==> config.mk <==
export PLATFORM = sky130hd
export DESIGN_NAME = alarm_sequencer
export DESIGN_NICKNAME = d
export VERILOG_FILES = /design/src/rtl/alarm_sequencer.sv
export SDC_FILE = /design/constraint.sdc
export NUM_CORES = 1
export LEC_CHECK = 0
export CORE_MARGIN = 3
export CORE_UTILIZATION = 55
export CTS_CLUSTER_DIAMETER = 100
export DETAILED_ROUTE_END_ITERATION = 16
export PLACE_DENSITY = 0.82
export SLEW_MARGIN = 20
export SYNTH_ARGS = -nofsm -noshare
export SYNTH_HDL_FRONTEND = slang
export SYNTH_SLANG_ARGS = --single-unit
==> constraint.sdc <==
create_clock -name clk -period 3.19 [get_ports clk]
set_input_delay 0.4785 -clock clk [delete_from_list [all_inputs] [get_ports clk]]
set_output_delay 0.4785 -clock clk [all_outputs]
set_load 0.02 [all_outputs]
==> src/rtl/alarm_sequencer.sv <==
// alarm_sequencer: arm/disarm/trigger alarm FSM with exit, entry and siren delays.
// Optional saturating trip counter, enabled by defining the macro TRIP_COUNTER_EN.
module alarm_sequencer #(
  parameter int unsigned EXIT_CYCLES  = 16,
  parameter int unsigned ENTRY_CYCLES = 16,
  parameter int unsigned SIREN_CYCLES = 64,
  parameter int unsigned CNT_W        = 8
) (
  input  logic       clk,
  input  logic       rst_n,
  input  logic       ena,
  input  logic       trigger,
  input  logic       arm,
  input  logic       disarm,
  output logic       siren,
  output logic       armed,
  output logic       pending,
  output logic [2:0] state,
  output logic [3:0] trip_count
);

  typedef enum logic [2:0] {
    ST_IDLE  = 3'd0,
    ST_EXIT  = 3'd1,
    ST_ARMED = 3'd2,
    ST_ENTRY = 3'd3,
    ST_ALARM = 3'd4
  } state_e;

  // Counters are loaded with length-1 so each delay state lasts exactly its length.
  localparam logic [CNT_W-1:0] EXIT_LOAD  = CNT_W'(EXIT_CYCLES - 1);
  localparam logic [CNT_W-1:0] ENTRY_LOAD = CNT_W'(ENTRY_CYCLES - 1);
  localparam logic [CNT_W-1:0] SIREN_LOAD = CNT_W'(SIREN_CYCLES - 1);
  localparam logic [CNT_W-1:0] CNT_ONE    = CNT_W'(1);

  state_e           state_q, state_d;
  logic [CNT_W-1:0] cnt_q, cnt_d;
  logic             arm_q, disarm_q;
  logic             arm_rise, disarm_rise;
  logic             trip_inc;
  logic             cnt_zero;

  assign arm_rise    = arm & ~arm_q;
  assign disarm_rise = disarm & ~disarm_q;
  assign cnt_zero    = (cnt_q == '0);

  always_ff @(posedge clk or negedge rst_n) begin
    if (!rst_n) begin
      state_q  <= ST_IDLE;
      cnt_q    <= '0;
      arm_q    <= 1'b0;
      disarm_q <= 1'b0;
    end else if (ena) begin
      state_q  <= state_d;
      cnt_q    <= cnt_d;
      arm_q    <= arm;
      disarm_q <= disarm;
    end
  end

  always_comb begin
    state_d  = state_q;
    cnt_d    = cnt_q;
    trip_inc = 1'b0;
    case (state_q)
      ST_IDLE: begin
        if (arm_rise && !disarm_rise) begin
          state_d = ST_EXIT;
          cnt_d   = EXIT_LOAD;
        end
      end
      ST_EXIT: begin
        if (disarm_rise) begin
          state_d = ST_IDLE;
          cnt_d   = '0;
        end else if (cnt_zero) begin
          state_d = ST_ARMED;
        end else begin
          cnt_d = cnt_q - CNT_ONE;
        end
      end
      ST_ARMED: begin
        if (disarm_rise) begin
          state_d = ST_IDLE;
          cnt_d   = '0;
        end else if (trigger) begin
          state_d = ST_ENTRY;
          cnt_d   = ENTRY_LOAD;
        end
      end
      ST_ENTRY: begin
        if (disarm_rise) begin
          state_d = ST_IDLE;
          cnt_d   = '0;
        end else if (cnt_zero) begin
          state_d  = ST_ALARM;
          cnt_d    = SIREN_LOAD;
          trip_inc = 1'b1;
        end else begin
          cnt_d = cnt_q - CNT_ONE;
        end
      end
      ST_ALARM: begin
        // Siren expiry re-arms rather than disarming the system.
        if (disarm_rise) begin
          state_d = ST_IDLE;
          cnt_d   = '0;
        end else if (cnt_zero) begin
          state_d = ST_ARMED;
        end else begin
          cnt_d = cnt_q - CNT_ONE;
        end
      end
      default: begin
        state_d = ST_IDLE;
        cnt_d   = '0;
      end
    endcase
  end

  // Moore outputs: decoded from the state register only.
  assign state   = state_q;
  assign siren   = (state_q == ST_ALARM);
  assign armed   = (state_q == ST_ARMED) || (state_q == ST_ENTRY) || (state_q == ST_ALARM);
  assign pending = (state_q == ST_EXIT) || (state_q == ST_ENTRY);

`ifdef TRIP_COUNTER_EN
  logic [3:0] trip_q, trip_d;

  always_comb begin
    trip_d = trip_q;
    if (trip_inc && (trip_q != 4'hf)) begin
      trip_d = trip_q + 4'd1;
    end
  end

  always_ff @(posedge clk or negedge rst_n) begin
    if (!rst_n) begin
      trip_q <= '0;
    end else if (ena) begin
      trip_q <= trip_d;
    end
  end

  assign trip_count = trip_q;
`else
  logic unused_trip_inc;
  assign unused_trip_inc = trip_inc;
  assign trip_count      = '0;
`endif

endmodule
==> impl_metrics.toml, run 1 <==
[hold_path]
holdPathEnd = "arm_q$_DFFE_PN0P_"
whs_path_cells = 1
hold_path.startpoint = "arm_q$_DFFE_PN0P_"
min-delay-path-class = "flip-flop to flip-flop"

[setup_path]
crit_required_ns = 2.71
timing.critical_path.from_type = "flip-flop"
timing.critical_path.from = "state[2]$_DFFE_PN0P_"
r2r_end = "cnt_q[0]$_DFFE_PN0P_"
timing.reg2reg.worst_path_depth = 7
critical_path.endpoint_type = "output pin"
critical_path_class = "flip-flop to output pin"
worst-endpoint-arrival_ns = 2.02
r2r_slack_ns = 1.10
worst_r2r_startpoint = "cnt_q[0]$_DFFE_PN0P_"
cp_max_fo = 13

[clock_tree]
clock_tree.root_cell = "clkbuf_4"
post-cts-setup-buffers = 0
htree_num_levels = 1
clock_path_buffers = 2
cts_hold_buffers = 0
tritoncts = "yes"
cts_made_buffers = 3
clk_latency_ns = 0.28
postCtsResizedCells = 0
worst_setup_hold_path_clk_slew_ns = 0.08
clock_net_sink_count = 13

[timing]
setup-violations-final = 0
worst_slew_margin_relative_to_its_limit_pct = 61.6
fmaxAchievable_mhz = 401
min_period_over_period_pct = 78.2
clock-skew-final_ns = 0.00584
actual_slew_at_the_worst_max_slew_pin_ns = 0.574
max_slew_vio_count = 0
final_hold_violating_endpoints = 0
grt_setup_unrepaired = "no"
fin_tns_setup_ns = 0
period_needed_ns = 2.49

[die]
io-pin-count = 16
fp-row-count = 14
floorplan.core_area_mm2 = 0.00159
floorplan.die.width_um = 48.4
floorplan.initialDensity_pct = 61.9
design.die.area_mm2 = 0.00234
die-height_um = 48.4

[global_routing]
grt_pass1_wl_um = 3350
grt_start_max_net_pins = 16
antenna_found_initial = 0
grt_pass1_vias = 776
overflow = 0
gr-usage-all-layers_pct = 18.1

[synthesis]
synthXorXnorAreaFrac_pct = 0.887
synthAdderAreaFrac_pct = 1.27
synth.yosys.warnings = 0
ys.flop_type = "dfrtp_1"
yosys_register_bits = 13
combinational_family_with_the_most_area_after_synthesis = "simple AND/OR/NAND/NOR gates"
synth_async_sr_flop_share_pct = 100
synth_enable_flop_cells = 0
synthSimpleGateAreaFrac_pct = 28.8
syn-cell-area_um2 = 987
netlist_instances = 102
ys_seq_area_share_pct = 33.0
synth_mux_area_share_pct = 8.37
synth-compound-area-share_pct = 19.8
yosys.cell_types.count = 44
avgSynthCellArea_um2 = 9.68

[power_and_ir_drop]
leakage_nw = 0.476
vdd_drop_max_mv = 0.524
p_per_area_mw_per_mm2 = 846

[routing]
number_of_design_rule_violations_left_after_detail_routing = 0
avgViaCountPerCell = 5.64
totalWireLength_um = 1890
routed-via-count = 761
drt_first_pass_iters = 4
detail-route-antenna-nets = 0
wire_per_inst_um = 14.0
initialDrtViolationCount = 11

[cells_and_area]
ff_latch_area_um2 = 325
final_layout_size_suffix_gt1_share_pct = 18.9
mostFrequentLayoutCell = "dfrtp_1"
final_nets = 119
syn_to_final_growth_pct = 11.5
nFillCells = 127
diodes_inserted = 0
multi_input_comb_area_um2 = 598
final_core_utilization_pct = 69.1
leading_cell_types_in_the_layout_fill_and_taps_excluded = "13 x dfrtp_1, 11 x clkdlybuf4s50_1, 7 x nor2_1, 7 x o21ai_1"

[flow_run]
cap_viol_max_count = 0

[place]
numPortBuffers = 11
gpl.final_weighted_congestion = 0.804
detailed_place_hpwl_um = 1380

[run_status]
result_of_the_run = "complete, no violations"
-- critical path, cell delays in order (launching register included) --
cell             delay [ns]
dfrtp_1                0.60
nor3b_2                0.41
a21o_1                 0.12
clkdlybuf4s50_1        0.59
-- kinds of logic after synthesis --
| kind of cell | after synthesis |
|---|---|
| AND/OR/NAND/NOR | 39 |
| AO/OA/AOI/OAI | 29 |
| flip-flops | 13 |
| buffers and inverters | 12 |
| multiplexers | 6 |
| adder cells (fa/ha/maj) | 1 |
| other | 1 |
| XOR/XNOR | 1 |
-- stage by stage --
stage	area, um2	total power, mW	hold WS, ns	setup WS (ns)	std cells
after detailed placement	1070	0.824	0.503	0.959	131
after CTS	1100	0.936	0.521	0.684	135
final	1100	0.931	0.516	0.696	135
after global placement	1070	0.813	0.480	1.01	131
after global routing	1100	1.00	0.554	0.586	135
after floorplan	998	0.711	0.183	1.41	105
-- synthesized netlist by cell type, drive strengths merged, types with 2 or more instances --
master | number | area share (%)
nor3b | 2 | 2.0
dfrtp | 13 | 33
nor4b | 2 | 3.9
nand2b | 3 | 2.7
nor3 | 3 | 1.5
nand3 | 6 | 3.5
o21ai | 13 | 7.7
a21oi | 4 | 2.0
nor2 | 9 | 3.9
mux2 | 6 | 8.4
buf | 9 | 6.5
inv | 3 | 1.1
nand2 | 5 | 2.7
o31ai | 4 | 3.0
nand4 | 3 | 2.5
-- registers in the layout, indices dropped and copies added, names as in the netlist --
| name | flops |
|---|---|
| arm_q | 1 |
| cnt_q | 8 |
| disarm_q | 1 |
| state | 3 |
-- cell type report --
class | instances | share of cell area [%]
clock buffer | 4 | 2.39
multi-input combinational | 80 | 54.3
tap | 24 | 2.73
inverter | 3 | 1.02
sequential | 13 | 29.5
timing repair buffer | 11 | 10.0
-- where the power goes --
| group | internal (mW) | switching, mW | leakage (nW) | total (mW) |
|---|---|---|---|---|
| combinational | 0.254 | 0.238 | 0.301 | 0.492 |
| sequential | 0.218 | 0.120 | 0.160 | 0.338 |
| clock | 0.0486 | 0.0533 | 0.0150 | 0.102 |
| total | 0.520 | 0.411 | 0.476 | 0.931 |
-- worst max path at each step --
stage | to | slack [ns] | depth (start not counted)
6_report | armed | 0.70 | 3
5_1_grt | armed | 0.59 | 3
4_1_cts | armed | 0.68 | 3
3_5_place_dp | cnt_q[0]$_DFFE_PN0P_ | 0.96 | 6
3_3_place_gp | cnt_q[0]$_DFFE_PN0P_ | 1.01 | 6
2_1_floorplan | armed | 1.41 | 2
-- metal layers --
metal | global-route usage, % | up-vias | wire (um) | share of wire, %
li1 | - | 383 | - | -
met1 | 21.6 | 350 | 895 | 47
met2 | 30.3 | 21 | 882 | 47
met3 | 3.07 | 7 | 56 | 3.0
met4 | 11.4 | 0 | 53 | 2.8
met5 | 0 | - | 0 | 0
No activity file was read; power rests on OpenSTA's default activity.
==> inputs of run 2 (changes only) <==
Settings changed: CORE_UTILIZATION 55 to 47, PLACE_DENSITY 0.82 to 0.74.
Clock period 3.19 ns to 2.14 ns, I/O delays scaled along.
==> run 2 against run 1 <==
Register-to-register slack got worse by 0.86 ns. Global-route usage increased by 0.061 points. Worst hold slack lost 0.10 ns. Highest routed layer unchanged.
==> impl_metrics.toml, run 2 (synthesized netlist as in run 1, its figures left out) <==
[cells_and_area]
leading_cell_types_in_the_layout_fill_and_taps_excluded = "13 x dfrtp_1, 11 x clkdlybuf4s50_1, 7 x nor2_1, 7 x o21ai_1, 6 x buf_4"
top_register = "cnt_q"
layout.cells.non_filler = 142
final_nets = 125
diodes_inserted = 0
final_layout_size_suffix_gt1_share_pct = 23.1
syn_to_final_growth_pct = 16.2
mostFrequentLayoutCell = "dfrtp_1"
largest_reg_flops = 8
final_core_utilization_pct = 61.8

[timing]
setup-violations-final = 0
min_period_over_period_pct = 94.3
final_hold_violating_endpoints = 0
clock-skew-final_ns = 0.00193
grt_setup_unrepaired = "no"
period_needed_ns = 2.02
fin_tns_setup_ns = 0
actual_slew_at_the_worst_max_slew_pin_ns = 0.612
worst_slew_margin_relative_to_its_limit_pct = 59.1
fmaxAchievable_mhz = 495
max_slew_vio_count = 0

[clock_tree]
cts_made_buffers = 3
postCtsResizedCells = 0
post-cts-setup-buffers = 0
tritoncts = "yes"
clock_tree.root_cell = "clkbuf_4"
worst_setup_hold_path_clk_slew_ns = 0.09
htree_num_levels = 1
cts_hold_buffers = 0
clock_path_buffers = 2
clk_latency_ns = 0.28
clock_net_sink_count = 13

[routing]
wire_per_inst_um = 15.1
initialDrtViolationCount = 15
drt_first_pass_iters = 4
totalWireLength_um = 2140
avgViaCountPerCell = 5.78
number_of_design_rule_violations_left_after_detail_routing = 0
detail-route-antenna-nets = 0
routed-via-count = 821

[flow_run]
cap_viol_max_count = 0

[setup_path]
cp_max_fo = 4
worst-endpoint-arrival_ns = 1.70
critical_path_class = "flip-flop to output pin"
timing.critical_path.from_type = "flip-flop"
r2r_slack_ns = 0.24
crit_required_ns = 1.82
critical_path.endpoint_type = "output pin"

[global_routing]
grt_pass1_vias = 781
antenna_found_initial = 0
gr-usage-all-layers_pct = 18.2
grt_start_max_net_pins = 15
overflow = 0
grt_pass1_wl_um = 3590

[place]
placedCellCount = 138
detailed_place_hpwl_um = 1580
gpl.final_weighted_congestion = 0.746
numPortBuffers = 11

[hold_path]
min-delay-path-class = "primary input to async pin"

[power_and_ir_drop]
p_int_uw = 817
p_sw_share_pct = 44.1
seq_power_share_pct = 29.5
p_per_area_mw_per_mm2 = 1270
share_comb_of_total_power_pct = 59.3
power.switching_uw = 645
leakage_nw = 0.506
power.clock.fraction_pct = 11.2
vdd_drop_max_mv = 0.790

[die]
floorplan.core_area_mm2 = 0.00186
floorplan.die.width_um = 51.8
floorplan.initialDensity_pct = 53.1
die-height_um = 51.8
io-pin-count = 16
fp-row-count = 15
design.die.area_mm2 = 0.00269

[run_status]
result_of_the_run = "complete, no violations"
run 2: cell count changes in the layout (fill, tap and decap cells not counted):
cell   delta
buf_4     +6
run 2: layer usage:
layer | up-vias | track usage [%] | share of wire (%)
met5 | - | 0 | 0
met4 | 0 | 9.17 | 1.9
met3 | 6 | 4.58 | 5.3
met2 | 29 | 28.7 | 49
met1 | 392 | 22.7 | 44
li1 | 394 | - | -
run 2: power groups by stage:
stage	Combinational [mW]	Clock [mW]	Sequential (mW)
floorplan	0.605	0	0.455
global placement	0.845	0	0.431
detailed placement	0.865	0	0.435
CTS	0.871	0.170	0.430
global route	0.941	0.181	0.447
finish	0.867	0.164	0.432
run 2: final timing paths:
kind | start | end | cells after the start
setup / recovery | state[0]$_DFFE_PN0P_ | armed | 3
hold / removal | rst_n | cnt_q[0]$_DFFE_PN0P_ | 1
setup reg to reg | cnt_q[0]$_DFFE_PN0P_ | cnt_q[0]$_DFFE_PN0P_ | 7
hold reg to reg | cnt_q[7]$_DFFE_PN0P_ | cnt_q[7]$_DFFE_PN0P_ | 2
max in group asynchronous | rst_n | state[2]$_DFFE_PN0P_ | 1
min in group clk | cnt_q[7]$_DFFE_PN0P_ | cnt_q[7]$_DFFE_PN0P_ | 2
run 2: layout make-up:
| class | count | area, um2 |
|---|---|---|
| Timing Repair Buffer | 17 | 155 |
| Clock buffer | 4 | 26.3 |
| Fill cell | 160 | 711 |
| Tap cell | 25 | 31.3 |
| Multi-Input combinational cell | 80 | 598 |
| Inverter | 3 | 11.3 |
| Sequential cell | 13 | 325 |
run 2: worst max-delay path, cell delays in order (launching register included):
cell and delay, ns:
dfrtp_1 0.43, nor3b_2 0.27, a21o_1 0.11, clkdlybuf4s50_1 0.60
run 2: per-stage QoR:
| stage | setup slack, ns | total power [mW] | hold WS [ns] | cell area (um2) |
|---|---|---|---|---|
| 6_report | 0.121 | 1.46 | 0.412 | 1150 |
| 5_1_grt | 0.0379 | 1.57 | 0.447 | 1150 |
| 4_1_cts | 0.0983 | 1.47 | 0.431 | 1150 |
| 3_5_place_dp | 0.221 | 1.30 | 0.505 | 1120 |
| 3_3_place_gp | 0.258 | 1.28 | 0.482 | 1120 |
| 2_1_floorplan | 0.385 | 1.06 | 0.0254 | 998 |
==> inputs of run 3 (changes only) <==
==> constraint.sdc (replaced) <==
create_clock -name clk -period 2.14 [get_ports clk]
set_input_delay 0.214 -clock clk [delete_from_list [all_inputs] [get_ports clk]]
set_output_delay 0.214 -clock clk [all_outputs]
set_load 0.02 [all_outputs]
==> run 3 against run 2 <==
Clock skew rose by 0.00085 ns. Sequential share of layout area rose by 0.53 points. Worst setup slack improved by 0.0087 ns. Clock power down 4%. Final cell count is 1.4% lower. Non-clock buffer count down 2. Total power down 2.4%. Fmax up 0.43%. Routed wire length shrank 9.3%. Critical path depth unchanged. Critical path type unchanged.
==> impl_metrics.toml, run 3 (synthesized netlist as in run 1, its figures left out) <==
[setup_path]
timing.critical_path.from_type = "flip-flop"
r2r_slack_ns = 0.26
cp_max_fo = 9
cp_top_family = "buffers and inverters"
crit_chain = "nor3b_2, a21o_1, clkdlybuf4s50_1"
timing.critical_path.slowest_cell_delay_ns = 0.60
timing.critical_path.from = "state[1]$_DFFE_PN0P_"
worst-endpoint-arrival_ns = 1.80
critical_path_class = "flip-flop to output pin"
timing.critical_path.slowest_stage_cell = "clkdlybuf4s50_1"
crit_required_ns = 1.93
critical_path.endpoint_type = "output pin"
path_buf_inv = 1
worst_r2r_startpoint = "cnt_q[0]$_DFFE_PN0P_"

[cells_and_area]
layout.cells.non_filler = 140
final_nets = 123
diodes_inserted = 0
largest_reg_flops = 8
nFillCells = 152
syn_to_final_growth_pct = 15.0
final_core_utilization_pct = 61.1
top_register = "cnt_q"
final_layout_size_suffix_gt1_share_pct = 23.5
leading_cell_types_in_the_layout_fill_and_taps_excluded = "11 x dfrtp_1, 11 x clkdlybuf4s50_1, 7 x nor2_1, 7 x o21ai_1"

[clock_tree]
worst_setup_hold_path_clk_slew_ns = 0.08
clk_latency_ns = 0.28
cts_hold_buffers = 0
htree_num_levels = 1
tritoncts = "yes"
post-cts-setup-buffers = 0
clock_tree.root_cell = "clkbuf_4"
cts_made_buffers = 3
postCtsResizedCells = 0
clock_net_sink_count = 13
clock_path_buffers = 2

[timing]
max_slew_vio_count = 0
setup-violations-final = 0
fmaxAchievable_mhz = 498
final_hold_violating_endpoints = 0
fin_tns_setup_ns = 0
period_needed_ns = 2.01
holdWs_ns = 0.310
worst_slew_margin_relative_to_its_limit_pct = 58.7
actual_slew_at_the_worst_max_slew_pin_ns = 0.618
smallest_setup_slack_after_layout_ns = 0.130
min_period_over_period_pct = 93.9
clock-skew-final_ns = 0.00278
grt_setup_unrepaired = "no"

[power_and_ir_drop]
p_int_uw = 802
share_comb_of_total_power_pct = 54.7
p_per_area_mw_per_mm2 = 1260
power.switching_uw = 625
p_sw_share_pct = 43.8
leakage_nw = 0.494
seq_power_share_pct = 34.3
vdd_drop_max_mv = 0.748
power.clock.fraction_pct = 11.0

[place]
gpl.final_weighted_congestion = 0.783
detailed_place_hpwl_um = 1410
pre_cts_slack_ns = 0.275
numPortBuffers = 11
placedCellCount = 136

[routing]
drt_first_pass_iters = 4
detail-route-antenna-nets = 0
number_of_design_rule_violations_left_after_detail_routing = 0
initialDrtViolationCount = 25
totalWireLength_um = 1940
routed-via-count = 809
wire_per_inst_um = 13.9
avgViaCountPerCell = 5.78

[die]
floorplan.initialDensity_pct = 53.1
fp-row-count = 15
floorplan.core_area_mm2 = 0.00186
io-pin-count = 16
die-height_um = 51.8
floorplan.die.width_um = 51.8
design.die.area_mm2 = 0.00269

[global_routing]
gr-usage-all-layers_pct = 16.5
grt_pass1_vias = 716
antenna_found_initial = 0
grt_start_max_net_pins = 16
overflow = 0
grt_pass1_wl_um = 3270

[flow_run]
cap_viol_max_count = 0

[hold_path]
min-delay-path-class = "primary input to async pin"

[run_status]
result_of_the_run = "complete, no violations"
run 3: cell types whose count changed in the layout (fill, tap and decap cells not counted), sizes merged:
cell,change
buf,-2
run 3: final timing paths:
check                                  endpoint  cells past startpoint
min in group clk              arm_q$_DFFE_PN0P_                      1
setup reg to reg           cnt_q[0]$_DFFE_PN0P_                      7
max in group asynchronous  state[0]$_DFFE_PN0P_                      1
setup / recovery                          armed                      3
hold / removal             cnt_q[7]$_DFFE_PN0P_                      1
hold reg to reg               arm_q$_DFFE_PN0P_                      1
run 3: cell type report:
cell class / count / area, um2 / area share [%]
flip-flops and latches: 13 / 328 / 28.9
repair buffers: 15 / 140 / 12.3
clock buffers: 4 / 26.3 / 2.32
inverters: 3 / 11.3 / 0.992
multi-input cells: 80 / 598 / 52.7
well taps: 25 / 31.3 / 2.76
run 3: power groups by stage:
stage / clock network (mW) / registers [mW] / logic [mW]
floorplan: 0 / 0.455 / 0.605
global placement: 0 / 0.486 / 0.766
detailed placement: 0 / 0.487 / 0.781
CTS: 0.160 / 0.484 / 0.787
global route: 0.172 / 0.509 / 0.860
finish: 0.157 / 0.490 / 0.780
run 3: worst register-to-register path: cells and delay by family, from the launching register on:
family / cells / cell delay (ns)
multiplexers: 1 / 0.31
adder cells (fa/ha/maj): 1 / 0.20
AND/OR/NAND/NOR: 4 / 0.76
buffers and inverters: 1 / 0.08
flip-flops: 1 / 0.43
run 3: stage by stage:
stage	instance area, um2	total power, mW
global route	1130	1.54
detailed placement	1110	1.27
CTS	1130	1.43
floorplan	998	1.06
global placement	1110	1.25
finish	1130	1.43
run 3: per-layer routing:
layer  vias to the layer above  wire (um)  track usage (%)
met3                         4        146             7.16
met4                         0         23             5.24
li1                        394          -                -
met1                       381        863             21.3
met5                         -          0                0
met2                        30        910             24.7
